--- src/rtl/ps2_kbd_pkg.sv ---
// Shared constants for the PS/2 set-2 key decoder: prefix bytes, ignored
// bytes, prefix-FSM state encoding and the default key table.
package ps2_kbd_pkg;

    localparam logic [7:0] PS2_EXT = 8'hE0;
    localparam logic [7:0] PS2_BRK = 8'hF0;

    localparam logic [1:0] ST_IDLE_ENC    = 2'd0;
    localparam logic [1:0] ST_EXT_ENC     = 2'd1;
    localparam logic [1:0] ST_BRK_ENC     = 2'd2;
    localparam logic [1:0] ST_EXT_BRK_ENC = 2'd3;

    typedef enum logic [1:0] {
        ST_IDLE    = ST_IDLE_ENC,
        ST_EXT     = ST_EXT_ENC,
        ST_BRK     = ST_BRK_ENC,
        ST_EXT_BRK = ST_EXT_BRK_ENC
    } ps2_state_t;

    // Key 0 sits in the low byte: 33, 1B, 23, then E0-prefixed 75.
    localparam logic [31:0] PS2_DEFAULT_CODES = {8'h75, 8'h23, 8'h1B, 8'h33};
    localparam logic [3:0]  PS2_DEFAULT_EXT   = 4'b1000;

    // Controller/keyboard housekeeping bytes that never carry a key code.
    function automatic logic is_ignored(input logic [7:0] b);
        return (b == 8'h00) || (b == 8'hAA) || (b == 8'hEE) ||
               (b == 8'hFA) || (b == 8'hFE) || (b == 8'hFF);
    endfunction

endpackage

--- src/rtl/ps2_key_repeat.sv ---
// Single auto-repeat slot: follows the most recently newly-pressed key and
// requests extra press pulses while it stays held.
module ps2_key_repeat
    import ps2_kbd_pkg::*;
#(
    parameter int NUM_KEYS      = 4,
    parameter int REPEAT_DELAY  = 25000000,
    parameter int REPEAT_PERIOD = 5000000
) (
    input  logic                CLOCK_50,
    input  logic                resetn,
    input  logic [NUM_KEYS-1:0] new_press,
    input  logic [NUM_KEYS-1:0] key_held,
    input  logic [NUM_KEYS-1:0] key_release_next,
    output logic [NUM_KEYS-1:0] rep_press
);

    localparam int CNT_MAX = (REPEAT_DELAY > REPEAT_PERIOD) ? REPEAT_DELAY : REPEAT_PERIOD;
    localparam int CW      = (CNT_MAX > 1) ? $clog2(CNT_MAX) : 1;
    localparam int IW      = (NUM_KEYS > 1) ? $clog2(NUM_KEYS) : 1;

    logic          armed_q;
    logic [IW-1:0] idx_q;
    logic [IW-1:0] idx_new;
    logic [CW-1:0] cnt_q;

    // Highest-indexed new press wins when several keys go down together.
    always_comb begin
        idx_new = '0;
        for (int i = 0; i < NUM_KEYS; i++) begin
            if (new_press[i]) idx_new = IW'(i);
        end
    end

    // Counter loads N-1 so the pulse lands exactly N cycles after the load.
    always_ff @(posedge CLOCK_50) begin
        if (!resetn) begin
            armed_q <= 1'b0;
            idx_q   <= '0;
            cnt_q   <= '0;
        end else if (|new_press) begin
            armed_q <= 1'b1;
            idx_q   <= idx_new;
            cnt_q   <= CW'(REPEAT_DELAY - 1);
        end else if (armed_q) begin
            if (key_release_next[idx_q] || !key_held[idx_q]) begin
                armed_q <= 1'b0;
            end else if (cnt_q == '0) begin
                cnt_q <= CW'(REPEAT_PERIOD - 1);
            end else begin
                cnt_q <= cnt_q - 1'b1;
            end
        end
    end

    // A break arriving on the terminal cycle suppresses that repeat.
    always_comb begin
        rep_press = '0;
        if (armed_q && (cnt_q == '0) && key_held[idx_q] && !key_release_next[idx_q]) begin
            rep_press[idx_q] = 1'b1;
        end
    end

endmodule

--- src/rtl/ps2_key_decoder.sv ---
// PS/2 set-2 make/break decoder for a table of NUM_KEYS keys.
// Optional auto-repeat of the last pressed key: define PS2_KEY_REPEAT_EN.
//
// state    | meaning
// ---------+-------------------------------------------
// IDLE     | no prefix pending, next code is a make
// EXT      | E0 seen, next code is an extended make
// BRK      | F0 seen, next code is a break
// EXT_BRK  | E0 F0 seen, next code is an extended break
module ps2_key_decoder
    import ps2_kbd_pkg::*;
#(
    parameter int                    NUM_KEYS       = 4,
    parameter logic [NUM_KEYS*8-1:0] KEY_CODES      = PS2_DEFAULT_CODES,
    parameter logic [NUM_KEYS-1:0]   KEY_EXT        = PS2_DEFAULT_EXT,
    parameter int                    TIMEOUT_CYCLES = 50000,
    parameter int                    REPEAT_DELAY   = 25000000,
    parameter int                    REPEAT_PERIOD  = 5000000
) (
    input  logic                CLOCK_50,
    input  logic                resetn,
    input  logic [7:0]          rx_data,
    input  logic                rx_valid,
    output logic [NUM_KEYS-1:0] key_held,
    output logic [NUM_KEYS-1:0] key_press,
    output logic [NUM_KEYS-1:0] key_release,
    output logic [7:0]          last_code,
    output logic                last_ext,
    output logic                seq_error
);

    localparam int            TW       = (TIMEOUT_CYCLES > 1) ? $clog2(TIMEOUT_CYCLES) : 1;
    localparam logic [TW-1:0] TMO_LAST = TW'(TIMEOUT_CYCLES - 1);

    ps2_state_t    state_q, state_d;
    logic [TW-1:0] tmo_cnt_q;
    logic          tmo_hit;
    logic          do_make, do_break, ext_c, seq_err_c;
    logic [NUM_KEYS-1:0] match, held_d, press_d, release_d, rep_press;

    // Prefix FSM state register.
    always_ff @(posedge CLOCK_50) begin
        if (!resetn) state_q <= ST_IDLE;
        else         state_q <= state_d;
    end

    // Next state, make/break decode and error detection.
    always_comb begin
        state_d   = state_q;
        do_make   = 1'b0;
        do_break  = 1'b0;
        ext_c     = 1'b0;
        seq_err_c = 1'b0;
        tmo_hit   = 1'b0;
        if (rx_valid) begin
            if (is_ignored(rx_data)) begin
                state_d   = ST_IDLE;
                seq_err_c = (state_q != ST_IDLE);
            end else if (rx_data == PS2_EXT) begin
                state_d   = ST_EXT;
                seq_err_c = (state_q != ST_IDLE);
            end else if (rx_data == PS2_BRK) begin
                case (state_q)
                    ST_IDLE: state_d = ST_BRK;
                    ST_EXT:  state_d = ST_EXT_BRK;
                    default: seq_err_c = 1'b1;
                endcase
            end else begin
                state_d  = ST_IDLE;
                ext_c    = (state_q == ST_EXT) || (state_q == ST_EXT_BRK);
                do_make  = (state_q == ST_IDLE) || (state_q == ST_EXT);
                do_break = (state_q == ST_BRK) || (state_q == ST_EXT_BRK);
            end
        end else if ((state_q != ST_IDLE) && (tmo_cnt_q == TMO_LAST)) begin
            state_d   = ST_IDLE;
            seq_err_c = 1'b1;
            tmo_hit   = 1'b1;
        end
    end

    for (genvar i = 0; i < NUM_KEYS; i++) begin : g_match
        assign match[i] = (rx_data == KEY_CODES[8*i +: 8]) && (ext_c == KEY_EXT[i]);
    end

    // Key level and edge pulses; only transitions of the held level pulse.
    always_comb begin
        held_d    = key_held;
        press_d   = '0;
        release_d = '0;
        if (do_make) begin
            held_d  = key_held | match;
            press_d = match & ~key_held;
        end else if (do_break) begin
            held_d    = key_held & ~match;
            release_d = match & key_held;
        end
    end

`ifdef PS2_KEY_REPEAT_EN
    ps2_key_repeat #(
        .NUM_KEYS      (NUM_KEYS),
        .REPEAT_DELAY  (REPEAT_DELAY),
        .REPEAT_PERIOD (REPEAT_PERIOD)
    ) u_repeat (
        .CLOCK_50         (CLOCK_50),
        .resetn           (resetn),
        .new_press        (press_d),
        .key_held         (key_held),
        .key_release_next (release_d),
        .rep_press        (rep_press)
    );
`else
    logic unused_repeat_cfg;
    assign unused_repeat_cfg = REPEAT_DELAY[0] ^ REPEAT_PERIOD[0];
    assign rep_press = '0;
`endif

    // Prefix timeout: cleared by any byte, runs only while a prefix is pending.
    always_ff @(posedge CLOCK_50) begin
        if (!resetn || rx_valid || tmo_hit) tmo_cnt_q <= '0;
        else if (state_q != ST_IDLE)        tmo_cnt_q <= tmo_cnt_q + 1'b1;
    end

    // Registered outputs.
    always_ff @(posedge CLOCK_50) begin
        if (!resetn) begin
            key_held    <= '0;
            key_press   <= '0;
            key_release <= '0;
            last_code   <= '0;
            last_ext    <= 1'b0;
            seq_error   <= 1'b0;
        end else begin
            key_held    <= held_d;
            key_press   <= press_d | rep_press;
            key_release <= release_d;
            seq_error   <= seq_err_c;
            if (do_make || do_break) begin
                last_code <= rx_data;
                last_ext  <= ext_c;
            end
        end
    end

endmodule

--- config.mk ---
export PLATFORM = sky130hd
export DESIGN_NAME = ps2_key_decoder
export DESIGN_NICKNAME = d
export VERILOG_FILES = /design/src/rtl/ps2_kbd_pkg.sv /design/src/rtl/ps2_key_repeat.sv /design/src/rtl/ps2_key_decoder.sv
export SDC_FILE = /design/constraint.sdc
export NUM_CORES = 1
export LEC_CHECK = 0
export ABC_CLOCK_PERIOD_IN_PS = 1800
export CORE_ASPECT_RATIO = 1.1
export CORE_UTILIZATION = 43
export CTS_CLUSTER_SIZE = 8
export DETAILED_ROUTE_END_ITERATION = 16
export PLACE_DENSITY = 0.81
export SLEW_MARGIN = 20
export SYNTH_ARGS = -nofsm -noshare
export SYNTH_HDL_FRONTEND = slang
export SYNTH_HIERARCHICAL = 1
export SYNTH_SLANG_ARGS = --single-unit
--- constraint.sdc ---
create_clock -name CLOCK_50 -period 1.8 [get_ports CLOCK_50]
set_clock_uncertainty 0.2 [all_clocks]
set_input_delay 0.27 -clock CLOCK_50 [delete_from_list [all_inputs] [get_ports CLOCK_50]]
set_output_delay 0.27 -clock CLOCK_50 [all_outputs]
set_load 0.005 [all_outputs]
# Yosys cells after proc, flatten, opt, wreduce, memory -nomap -nowiden

Cells that the tools add are included.

$add $sub $neg: 1
Multipliers: 0
Div/mod/pow operators: 0
$lt $le $gt $ge: 0
Equality and inequality tests: 16
Shift operators: 0
Muxes and demuxes: 27
Bitwise gates (word level): 9
Reduce and logical (&&, ||, !) cells: 26

Operator list:

| kind                    | count |
|---|---|
| $eq A8 B8 Y1 const B    | 7 |
| $mux W1                 | 19 |
| $add A16 B1 Y16 const B | 1 |
| $eq A16 B16 Y1 const B  | 1 |
| $eq A8 B6 Y1 const B    | 2 |
| $and A4 B4 Y4           | 3 |
| $logic_or A1 B1 Y1      | 11 |
| $mux W2                 | 5 |
| $eq A8 B5 Y1 const B    | 1 |
| $eq A8 B7 Y1 const B    | 1 |
| $logic_not A8 Y1        | 1 |
| $mux W4                 | 2 |
| $not A4 Y4              | 2 |
| $ne A6 B4 Y1 const B    | 1 |
| $reduce_bool A2 Y1      | 3 |
| $logic_and A1 B1 Y1     | 5 |
| $eq A2 B2 Y1 const B    | 2 |
| $or A4 B4 Y4            | 1 |
| $pmux W2 S2             | 1 |
| $reduce_and A2 Y1       | 2 |
| $not A1 Y1              | 3 |
| $reduce_or A3 Y1        | 1 |
| $eq A2 B1 Y1 const B    | 1 |
| $logic_not A2 Y1        | 1 |
| 2 further kinds         | 2 |

Register bits: 40
Bits in latches: 0
Bits in writable memories: 0
Bits in read-only memories: 0
Memories kept: 0

# Depth between registers and ports, before layout

Gate-level depths: netlist (run 1).

Depth in word-level cells: 14
Mapped depth: 7
Gate-level depth less buffers: 6

# Worst setup path before layout (run 1)

OpenSTA, ideal clock, no wires.

Path type: register -> register
Start point: register tmo_cnt_q[0]
End point: register tmo_cnt_q[0]
Setup time: 0.117 ns
Arrival: 1.389 ns
Setup slack: 0.094 ns
Stages on the path, launching flop included: 7
Buffers on the path: 1
Period minus slack after synthesis: 1.706 ns
Path through: dfxtp_1 -> ha_1 -> o2111ai_2 -> nand4b_1 -> nand3b_1 -> buf_2 -> nor2_1

Word-level cells in the longest chain between the ends: 5
Elaborated cells on any way between the ends: 6

Ends and longest elaborated chain:

| what                                                                    | line                   | source |
|---|---|---|
| from (decl)                                                             | ps2_key_decoder.sv:36  | `logic [TW-1:0] tmo_cnt_q;` |
| from (signal assigned)                                                  | ps2_key_decoder.sv:121 | `else if (state_q != ST_IDLE) tmo_cnt_q <= tmo_cnt_q + 1'b1;` |
| parallel branches: the longest is 5 deep, another holds $add A16 B1 Y16 | n/a                    |  |

Parallel ways; which one is timed is not known.
A chain may end at the register's enable or synchronous reset.

# Worst setup path in the final report (run 1)

Start point: input rx_data[3]
End point: register last_code[5]

Word-level cells in the longest chain between the ends: 9
Elaborated cells on any way between the ends: 22

Ends and longest elaborated chain:

| what                                             | line                   | source |
|---|---|---|
| from (decl)                                      | ps2_key_decoder.sv:22  | `input logic [7:0] rx_data,` |
| $eq A8 B8 Y1 or $logic_not A8 Y1 (tied branches) | ps2_kbd_pkg.sv:26      | `return (b == 8'h00) \|\| (b == 8'hAA) \|\| (b == 8'hEE) \|\|` |
| $logic_or A1 B1 Y1 (3 in a row)                  | ps2_kbd_pkg.sv:26      |  |
| $logic_or A1 B1 Y1 (2 in a row)                  | ps2_kbd_pkg.sv:27      | `(b == 8'hFA) \|\| (b == 8'hFE) \|\| (b == 8'hFF);` |
| $mux W1                                          | ps2_key_decoder.sv:56  | `if (is_ignored(rx_data)) begin` |
| $mux W1                                          | ps2_key_decoder.sv:55  | `if (rx_valid) begin` |
| $logic_or A1 B1 Y1 (*)                           | ps2_key_decoder.sv:138 | `if (do_make \|\| do_break) begin` |
| to (signal assigned)                             | ps2_key_decoder.sv:139 | `last_code <= rx_data;` |
| to (decl)                                        | ps2_key_decoder.sv:27  | `output logic [7:0] last_code,` |

Mark *: on every way between the ends. The rest lies on a longest branch, timed or not.

==> out/results.txt, run 1 <==
status = finished clean
#FFs+latches synth = 40
CP max FO = 9
via count = 1,639
CTS Buffer Depth = 2
routability cong. = 0.839
combinational power share = 10.1%
part of the Yosys area used for sequential elements = 44.7%
Req. time, crit path = 1780 ps
Post-DP HPWL = 2.80 mm
WP buf/inv = 3
Post-Synthesis Cells = 205
Max rail drop VDD = 0.000556 V
Routed Antenna Nets = 0
CTS tree = yes
Final TNS setup = 0 ps
Synth Warn # = 6
Yosys cell types = 40
Top FF cell, synth = dfxtp_1
CTS Root Cell = clkbuf_8
Top delay family on crit path = buffers and inverters
slowest CP cell = clkdlybuf4s50_1
Tightest Pin Transition = 326 ps
Worst path depth = 7
# rows = 24
Hold-fix buffers, CTS = 0
largest net degree at the start of global routing = 17
Num CTS Buffers = 5
antenna violations before repair = 0
# nets final = 277
layout cells sized above 1 = 20.3%
Slew Limit Fails = 0
R2R depth = 5
Fin. Hold Viols = 0
PD cells = 701 nW/um^2
P_sw = 0.380 mW
critical path type = in -> reg
fraction of registers with async set/reset = 0%
worst hold path depth = 4
H-tree depth = 2
first-pass GRT wire length = 6.36 mm
Cell Int Power = 1.41 mW
drt pass-1 iters = 4
critical path endpoint category = register
Die Area = 4430 sq um
drc violations = 0
Max Fclk = 565 MHz
clock input transition at the sequential cells of the worst setup and hold paths = 70 ps
Post-Synthesis Net Count = 217
mapped cell area = 1790 sq um
Fin Hold WS = 260 ps
vias in the first global route = 1,549
Reg power frac = 50.6%
syn_area_per_cell = 8.73 sq um
clock period minus worst slack = 1770 ps
Core Area = 3960 sq um
clk_lat worst skew = 290 ps
Clock Sinks = 40
die height = 69.7 microns
Area Growth Syn to Fin = 42.3%
endpoints failing setup = 0
Worst Setup Start Kind = input port
Crit path arrival time = 1750 ps
effective utilization at floorplan = 45.2%
vias per cell = 5.15
Port Buf Inserts = 32
routed wire length = 3.79 mm
worst rel slew slack = 78.0%
Post-synth EDFFs = 0
max-cap check violation count = 0
IO Count = 33
grt total ovfl = 0
WL/cell = 11.9 microns
crit-path cells = clkdlybuf4s50_1 > buf_4 > nand4_1 > o21ai_2 > nor2b_2 > buf_12 > o221a_4
Clk pwr share = 39.3%
switching part of the total = 21.3%
total track usage = 18.1%
HP Class = in -> reg
die width = 63.5 microns
Critical Path Max Stage Delay = 590 ps
fin crit share = 98.4%
Initial DRC Count = 60
Leak = 0.928 nW
antenna diode count = 0
-- placed cells by master (no fill, tap or decap), drive strengths merged, types with 2 or more instances in the layout --
cell type and instances:
nand4 5, clkbuf 6, nand2b 2, nor4bb 2
nand3 11, nor2 22, buf 30, dlymetal6s2s 2
nor3 12, dfxtp 40, and4 2, xnor2 9
dlygate4sd2 4, a21oi 3, nor4 4, xor2 5
mux2i 10, nor2b 3, o21ai 8, nand3b 3
inv 6, nand2 33, clkdlybuf4s50 26, nand4b 3
-- cell type report --
cell class	count	area (sq um)
clock buffer	6	72.6
tap	52	65.1
clock inverter	2	35.0
sequential	40	802
fill	333	1420
multi-input combinational	150	981
timing repair buffer	62	571
inverter	6	22.5
-- synth_stat cells, types with 3 or more instances --
cell type	number	area share, %
nand3_1	11	3.1
nor2_1	22	4.6
a21oi_1	3	0.84
mux2i_1	10	5.6
xnor2_1	9	4.4
nand2_1	33	6.9
dfxtp_1	40	45
buf_2	5	1.4
inv_1	6	1.3
o21ai_0	4	1.1
nor3_1	12	3.4
nand4b_1	3	1.5
xor2_1	5	2.4
o21ai_1	3	0.84
nand3b_1	3	1.3
nand4_1	5	1.7
-- final timing paths --
| check | startpoint | to | slack, ps |
|---|---|---|---|
| worst max-delay path | rx_data[3] | last_code[5] | 30 |
| worst min-delay path | rx_data[7] | last_code[7] | 260 |
| worst max register to register | state_q[0] | tmo_cnt_q[2] | 120 |
| worst min register to register | register | key_press[3] | 260 |
-- kinds of logic (layout without fill, tap and decap cells) --
logic type | Yosys count | after routing | synth area share [%]
AOI/OAI and AO/OA | 19 | 19 | 8.18
xor gates and xnor gates | 14 | 14 | 6.85
adders and majority gates | 1 | 1 | 0.699
buffers and inverters | 15 | 76 | 3.91
DFF | 40 | 40 | 44.7
muxes | 10 | 10 | 5.59
and+or+nand+nor | 106 | 106 | 30.0
-- power by group through the flow --
stage	Clock, mW	Combinational, mW	Sequential [mW]
after floorplan	0	0.0642	0.924
after global placement	0	0.170	0.925
after detailed placement	0	0.174	0.924
after CTS	0.722	0.177	0.904
after global routing	0.765	0.193	0.905
final	0.702	0.181	0.904
-- state kept, by name, indices dropped and copies added (netlist names), named ones only --
name and flops:
last_code 8, seq_error 1, last_ext 1, tmo_cnt_q 16, state_q 2, key_press 4, key_release 4
-- stage by stage --
stage	power [mW]	instances	setup WS (ps)	util, %	instance area (sq um)
2_1_floorplan	0.988	205	94.0	-	1790
3_3_place_gp	1.09	309	-326	59.8	2370
3_5_place_dp	1.10	309	-409	59.8	2370
4_1_cts	1.80	317	0.372	62.9	2490
5_1_grt	1.86	318	-8.18	64.3	2550
6_report	1.79	318	29.2	64.3	2550
-- what timing repair did --
action                     in CTS  in global routing
resized for setup               8                 13
setup endpoints to repair       9                 27
pin swaps                       1                  2
buffers inserted                0                  1
-- tightest hold or removal path: stages --
cell	delay, ps
dlymetal6s2s_1	160
buf_4	160
nand2_1	50
mux2i_1	60
-- per-layer routing --
metal	GRT usage (%)	wire [microns]	vias up
met5	0	0	-
met4	9.60	67	0
met3	6.41	164	7
met2	28.6	1830	36
met1	21.1	1720	758
li1	-	-	838
No activity file was read; power rests on OpenSTA's default activity.
==> run 2: changes to the inputs <==
--- a/config.mk
+++ b/config.mk
@@ -11,6 +11,7 @@
 export CTS_CLUSTER_SIZE = 8
 export DETAILED_ROUTE_END_ITERATION = 16
 export PLACE_DENSITY = 0.81
+export REMOVE_ABC_BUFFERS = 1
 export SLEW_MARGIN = 20
 export SYNTH_ARGS = -nofsm -noshare
 export SYNTH_HDL_FRONTEND = slang
==> out/results.txt, run 2 (synthesis results as in run 1) <==
fin crit share = 97.1% (-1.2 points)
critical path type = in -> reg
endpoints failing setup = 0 (unchanged)
CP max FO = 7 (-2)
vias in the first global route = 1,507 (-2.7%)
Crit path arrival time = 1740 ps (about the same)
unrepaired setup endpoints after global routing = yes
max reg flops = 16 (unchanged)
vias per cell = 5.16 (+0.11%)
die width = 63.5 microns (unchanged)
drc violations = 0 (unchanged)
# rows = 24 (unchanged)
clk_lat worst skew = 290 ps (about the same)
status = finished clean
Tot Pwr = 1.64 mW (-8.5%)
effective utilization at floorplan = 45.2% (unchanged)
die height = 69.7 microns (unchanged)
CTS Root Cell = clkbuf_8
PD cells = 642 nW/um^2 (-8.5%)
# nets final = 279 (+0.72%)
Req. time, crit path = 1790 ps (about the same)
Initial DRC Count = 101 (+68%)
R2R depth = 6 (+1)
max-cap check violation count = 0 (unchanged)
antenna violations before repair = 0 (unchanged)
Num CTS Buffers = 5 (unchanged)
Worst Setup Start Kind = input port
largest register by flop count = tmo_cnt_q
Post-DP HPWL = 2.89 mm (+3.3%)
WL/cell = 12.7 microns (+6.5%)
IO Count = 33 (unchanged)
critical path endpoint category = register
Top delay family on crit path = buffers and inverters
routed wire length = 4.05 mm (+6.9%)
Worst path depth = 6 (-1)
largest registers = tmo_cnt_q: 16 flops, last_code: 8 flops
layout cells sized above 1 = 19.5% (-0.83 points)
Final TNS setup = 0 ps (unchanged)
first-pass GRT wire length = 6.54 mm (+2.8%)
Final Non-Filler Cells = 319 (+0.31%)
H-tree depth = 2 (unchanged)
worst rel slew slack = 77.0% (-0.97 points)
Leak = 0.949 nW (+2.3%)
total track usage = 19.3% (+1.2 points)
post-route cell area = 2550 sq um (unchanged)
Tightest Pin Transition = 340 ps (+14.2 ps)
most common cell after layout, fill and taps aside = dfxtp_1
worst hold path depth = 4 (unchanged)
routability cong. = 0.807 (-3.9%)
commonest non-fill, non-tap cells in the layout = dfxtp_1 (40), nand2_1 (33), buf_4 (29), clkdlybuf4s50_1 (25), nor2_1 (22)
drt pass-1 iters = 5 (+1)
slowest CP cell = clkdlybuf4s50_1
antenna diode count = 0 (unchanged)
Fin Hold WS = 225 ps (-35.1 ps)
HP Class = in -> reg
CTS tree = yes
largest net degree at the start of global routing = 31 (+14)
clock input transition at the sequential cells of the worst setup and hold paths = 70 ps (about the same)
crit-path cells = clkdlybuf4s50_1 > nor2b_4 > nand4_1 > nor2b_2 > buf_12 > o221a_4
via count = 1,646 (+0.43%)
area post-placement = 2370 sq um (unchanged)
Critical Path Max Stage Delay = 570 ps (-20 ps)
WP buf/inv = 2 (-1)
Clock Sinks = 40 (unchanged)
Port Buf Inserts = 32 (unchanged)
Area Growth Syn to Fin = 42.3% (unchanged)
CTS Buffer Depth = 2 (unchanged)
Placed Cells = 309 (unchanged)
Routed Antenna Nets = 0 (unchanged)
Die Area = 4430 sq um (unchanged)
Max rail drop VDD = 0.000526 V (-5.3%)
Max Fclk = 572 MHz (+1.3%)
clock period minus worst slack = 1750 ps (-22.2 ps)
Slew Limit Fails = 0 (unchanged)
Fin. Hold Viols = 0 (unchanged)
Core Area = 3960 sq um (unchanged)
grt total ovfl = 0 (unchanged)
## run 2: power breakdown
part	total [mW]	switching [mW]	internal, mW
combinational	0.184	0.0842	0.0994
sequential	0.904	0.00669	0.897
clock	0.548	0.285	0.263
## run 2: metal layers
metal,routed length [microns],track usage (%),vias to the layer above
met1,1720,20.6,767
li1,-,-,837
met5,0,0,-
met3,142,5.10,5
met2,2120,34.5,37
met4,66,9.09,0
## run 2: repair_timing
action | 4_1_cts | 5_1_grt
setup endpoints to repair | 13 | 20
resized for setup | 8 | 13
pin swaps | 0 | 3
buffers inserted | 0 | 3
hold buffers | 0 | 0
## run 2: path summary, 6_finish.rpt
kind	from	slack [ps]	to
setup reg to reg	tmo_cnt_q[1]	110	tmo_cnt_q[0]
hold reg to reg	register	250	key_press[3]
setup / recovery	rx_data[5]	50	last_code[5]
hold / removal	rx_data[7]	220	last_code[7]
## run 2: stage by stage
stage | utilization [%] | setup WS [ps]
detailed placement | 59.8 | -451
floorplan | - | 51.7
finish | 64.3 | 51.4
CTS | 62.3 | 1.55
global route | 64.3 | -40.1
global placement | 59.8 | -320
## run 2: cell type report
| cell class | count | area [sq um] |
|---|---|---|
| fillers | 337 | 1420 |
| multi-input cells | 150 | 987 |
| flip-flops and latches | 40 | 801 |
| repair buffers | 64 | 596 |
| clock buffers | 6 | 72.6 |
| well taps | 52 | 65.1 |
| inverters | 6 | 22.5 |
| clock inverters | 1 | 5.00 |
## run 2: worst register-to-register path: stages (launching register included)
cell	delay (ps)
dfxtp_1	380
ha_1	220
o2111ai_2	130
nand4b_1	260
nand3b_1	160
buf_4	170
nor2_1	50
==> run 3: changes to the inputs <==
--- a/config.mk
+++ b/config.mk
@@ -7,6 +7,7 @@
 export LEC_CHECK = 0
 export ABC_CLOCK_PERIOD_IN_PS = 1800
 export CORE_ASPECT_RATIO = 1.1
+export CORE_MARGIN = 3
 export CORE_UTILIZATION = 43
 export CTS_CLUSTER_SIZE = 8
 export DETAILED_ROUTE_END_ITERATION = 16
==> out/results.txt, run 3 (synthesis results as in run 1) <==
Worst Setup Start Kind = register
Slew Limit Fails = 0 (unchanged)
largest net degree at the start of global routing = 13 (-58%)
layout cells sized above 1 = 19.7% (+0.23 points)
multi-input combinational cell area = 970 sq um (-1.8%)
# nets final = 280 (+0.36%)
clock input transition at the sequential cells of the worst setup and hold paths = 70 ps (about the same)
critical path type = reg -> out
routed wire length = 4.12 mm (+1.8%)
combinational power share = 10.0% (-1.2 points)
Max rail drop VDD = 0.000557 V (+5.8%)
Post-DP HPWL = 3.09 mm (+6.7%)
area post-placement = 2380 sq um (+0.32%)
die height = 73.7 microns (+5.7%)
die width = 67.5 microns (+6.3%)
CP max FO = 4 (-3)
Clk pwr share = 39.9% (+6.4 points)
Critical Path Max Stage Delay = 520 ps (-50 ps)
vias per cell = 5.20 (+0.85%)
critical path endpoint category = output port
number of filler instances in the final layout = 313 (-7.1%)
most common cell after layout, fill and taps aside = dfxtp_1
clk_lat worst skew = 290 ps (about the same)
WL/cell = 12.9 microns (+1.8%)
WP buf/inv = 1 (-1)
Cell Int Power = 1.41 mW (+12%)
commonest non-fill, non-tap cells in the layout = dfxtp_1 (39), nand2_1 (33), buf_4 (32), clkdlybuf4s50_1 (24), nor2_1 (22)
clock period minus worst slack = 1670 ps (-77.4 ps)
# rows = 23 (-4.2%)
H-tree depth = 2 (unchanged)
status = finished clean
total track usage = 18.5% (-0.78 points)
Hold-fix buffers, CTS = 0 (unchanged)
fin crit share = 92.8% (-4.3 points)
RR Startpoint = tmo_cnt_q[1]
FF+latch area = 802 sq um (+0.16%)
effective utilization at floorplan = 46.8% (+1.6 points)
endpoints failing setup = 0 (unchanged)
Routed Antenna Nets = 0 (unchanged)
switching part of the total = 22.1% (-0.86 points)
Num CTS Buffers = 5 (unchanged)
Tightest Pin Transition = 295 ps (-45.5 ps)
grt total ovfl = 0 (unchanged)
Tot Pwr = 1.80 mW (+10%)
slowest CP cell = clkdlybuf4s50_1
drt pass-1 iters = 4 (-1)
R2R depth = 6 (unchanged)
Reg power frac = 50.1% (-5.2 points)
HP Start = rx_data[7]
CTS Buffer Depth = 2 (unchanged)
worst rel slew slack = 80.1% (+3.1 points)
unrepaired setup endpoints after global routing = no
Core Area = 3830 sq um (-3.4%)
IO Count = 33 (unchanged)
Port Buf Inserts = 32 (unchanged)
post-route cell area = 2550 sq um (about the same)
routability cong. = 0.889 (+10%)
CTS Root Cell = clkbuf_8
HP Class = in -> reg
Hold Path End = last_code[7]
Crit path arrival time = 1200 ps (-540 ps)
Clock Sinks = 40 (unchanged)
first-pass GRT wire length = 7.00 mm (+7.0%)
Final TNS setup = 0 ps (unchanged)
CTS tree = yes
drc violations = 0 (unchanged)
worst hold path depth = 4 (unchanged)
max-cap check violation count = 0 (unchanged)
PD cells = 708 nW/um^2 (+10%)
Leak = 0.965 nW (+1.6%)
worst slack at placement = -428 ps (+22.6 ps)
crit-path cells = clkdlybuf4s50_1
post-route worst setup slack = 129 ps (+77.4 ps)
antenna violations before repair = 0 (unchanged)
Initial DRC Count = 76 (-25%)
antenna diode count = 0 (unchanged)
Fin. Hold Viols = 0 (unchanged)
via count = 1,660 (+0.85%)
worst r2r dst = tmo_cnt_q[6]
Area Growth Syn to Fin = 42.4% (about the same)
Die Area = 4980 sq um (+12%)
Max Fclk = 598 MHz (+4.6%)
Final Util = 66.6% (+2.3 points)
Req. time, crit path = 1330 ps (-460 ps)
max reg flops = 16 (unchanged)
Top delay family on crit path = buffers and inverters
R2R setup slack = 160 ps (+50 ps)
P_sw = 0.399 mW (+6.2%)
largest registers = tmo_cnt_q: 16 flops, last_code: 8 flops
largest register by flop count = tmo_cnt_q
vias in the first global route = 1,608 (+6.7%)
-- run 3: how the worst max path moves through the flow --
stage | endpoint | slack (ps) | depth (start not counted)
finish | key_held[2] | 130 | 1
global route | tmo_cnt_q[6] | 20 | 6
CTS | last_code[5] | 10 | 6
detailed placement | last_code[4] | -430 | 7
global placement | last_code[5] | -340 | 7
floorplan | last_code[5] | 50 | 5
-- run 3: stage by stage --
stage                     std cells  hold slack [ps]
after floorplan                 196              149
after global placement          310              239
after detailed placement        310              254
after CTS                       319              267
after global routing            319              273
final                           319              253
-- run 3: final cells by class --
class / instances / share of cell area (%)
multi-input combinational: 150 / 38.0
sequential: 40 / 31.5
timing repair buffer: 65 / 23.0
clock buffer: 6 / 2.85
tap: 50 / 2.45
clock inverter: 2 / 1.37
inverter: 6 / 0.883
-- run 3: per-layer routing --
layer | vias to the layer above | part of all wire, % | track usage (%)
met3 | 12 | 4.3 | 3.52
li1 | 842 | - | -
met4 | 0 | 2.8 | 10.6
met5 | - | 0 | 0
met2 | 41 | 49 | 30.9
met1 | 765 | 44 | 21.7
-- run 3: power by group through the flow --
stage          Sequential (mW)  Clock, mW  Combinational [mW]
4_1_cts                  0.904      0.734               0.177
5_1_grt                  0.905      0.763               0.196
3_5_place_dp             0.925          0               0.173
3_3_place_gp             0.925          0               0.170
2_1_floorplan            0.924          0              0.0497
6_report                 0.904      0.720               0.181
-- run 3: repair_timing --
item,CTS,global route
setup buffers,1,0
gates resized for setup,9,10
cloned,0,0
pin swaps,1,1
endpoints found under the setup margin,11,9
hold endpoints to repair,0,0
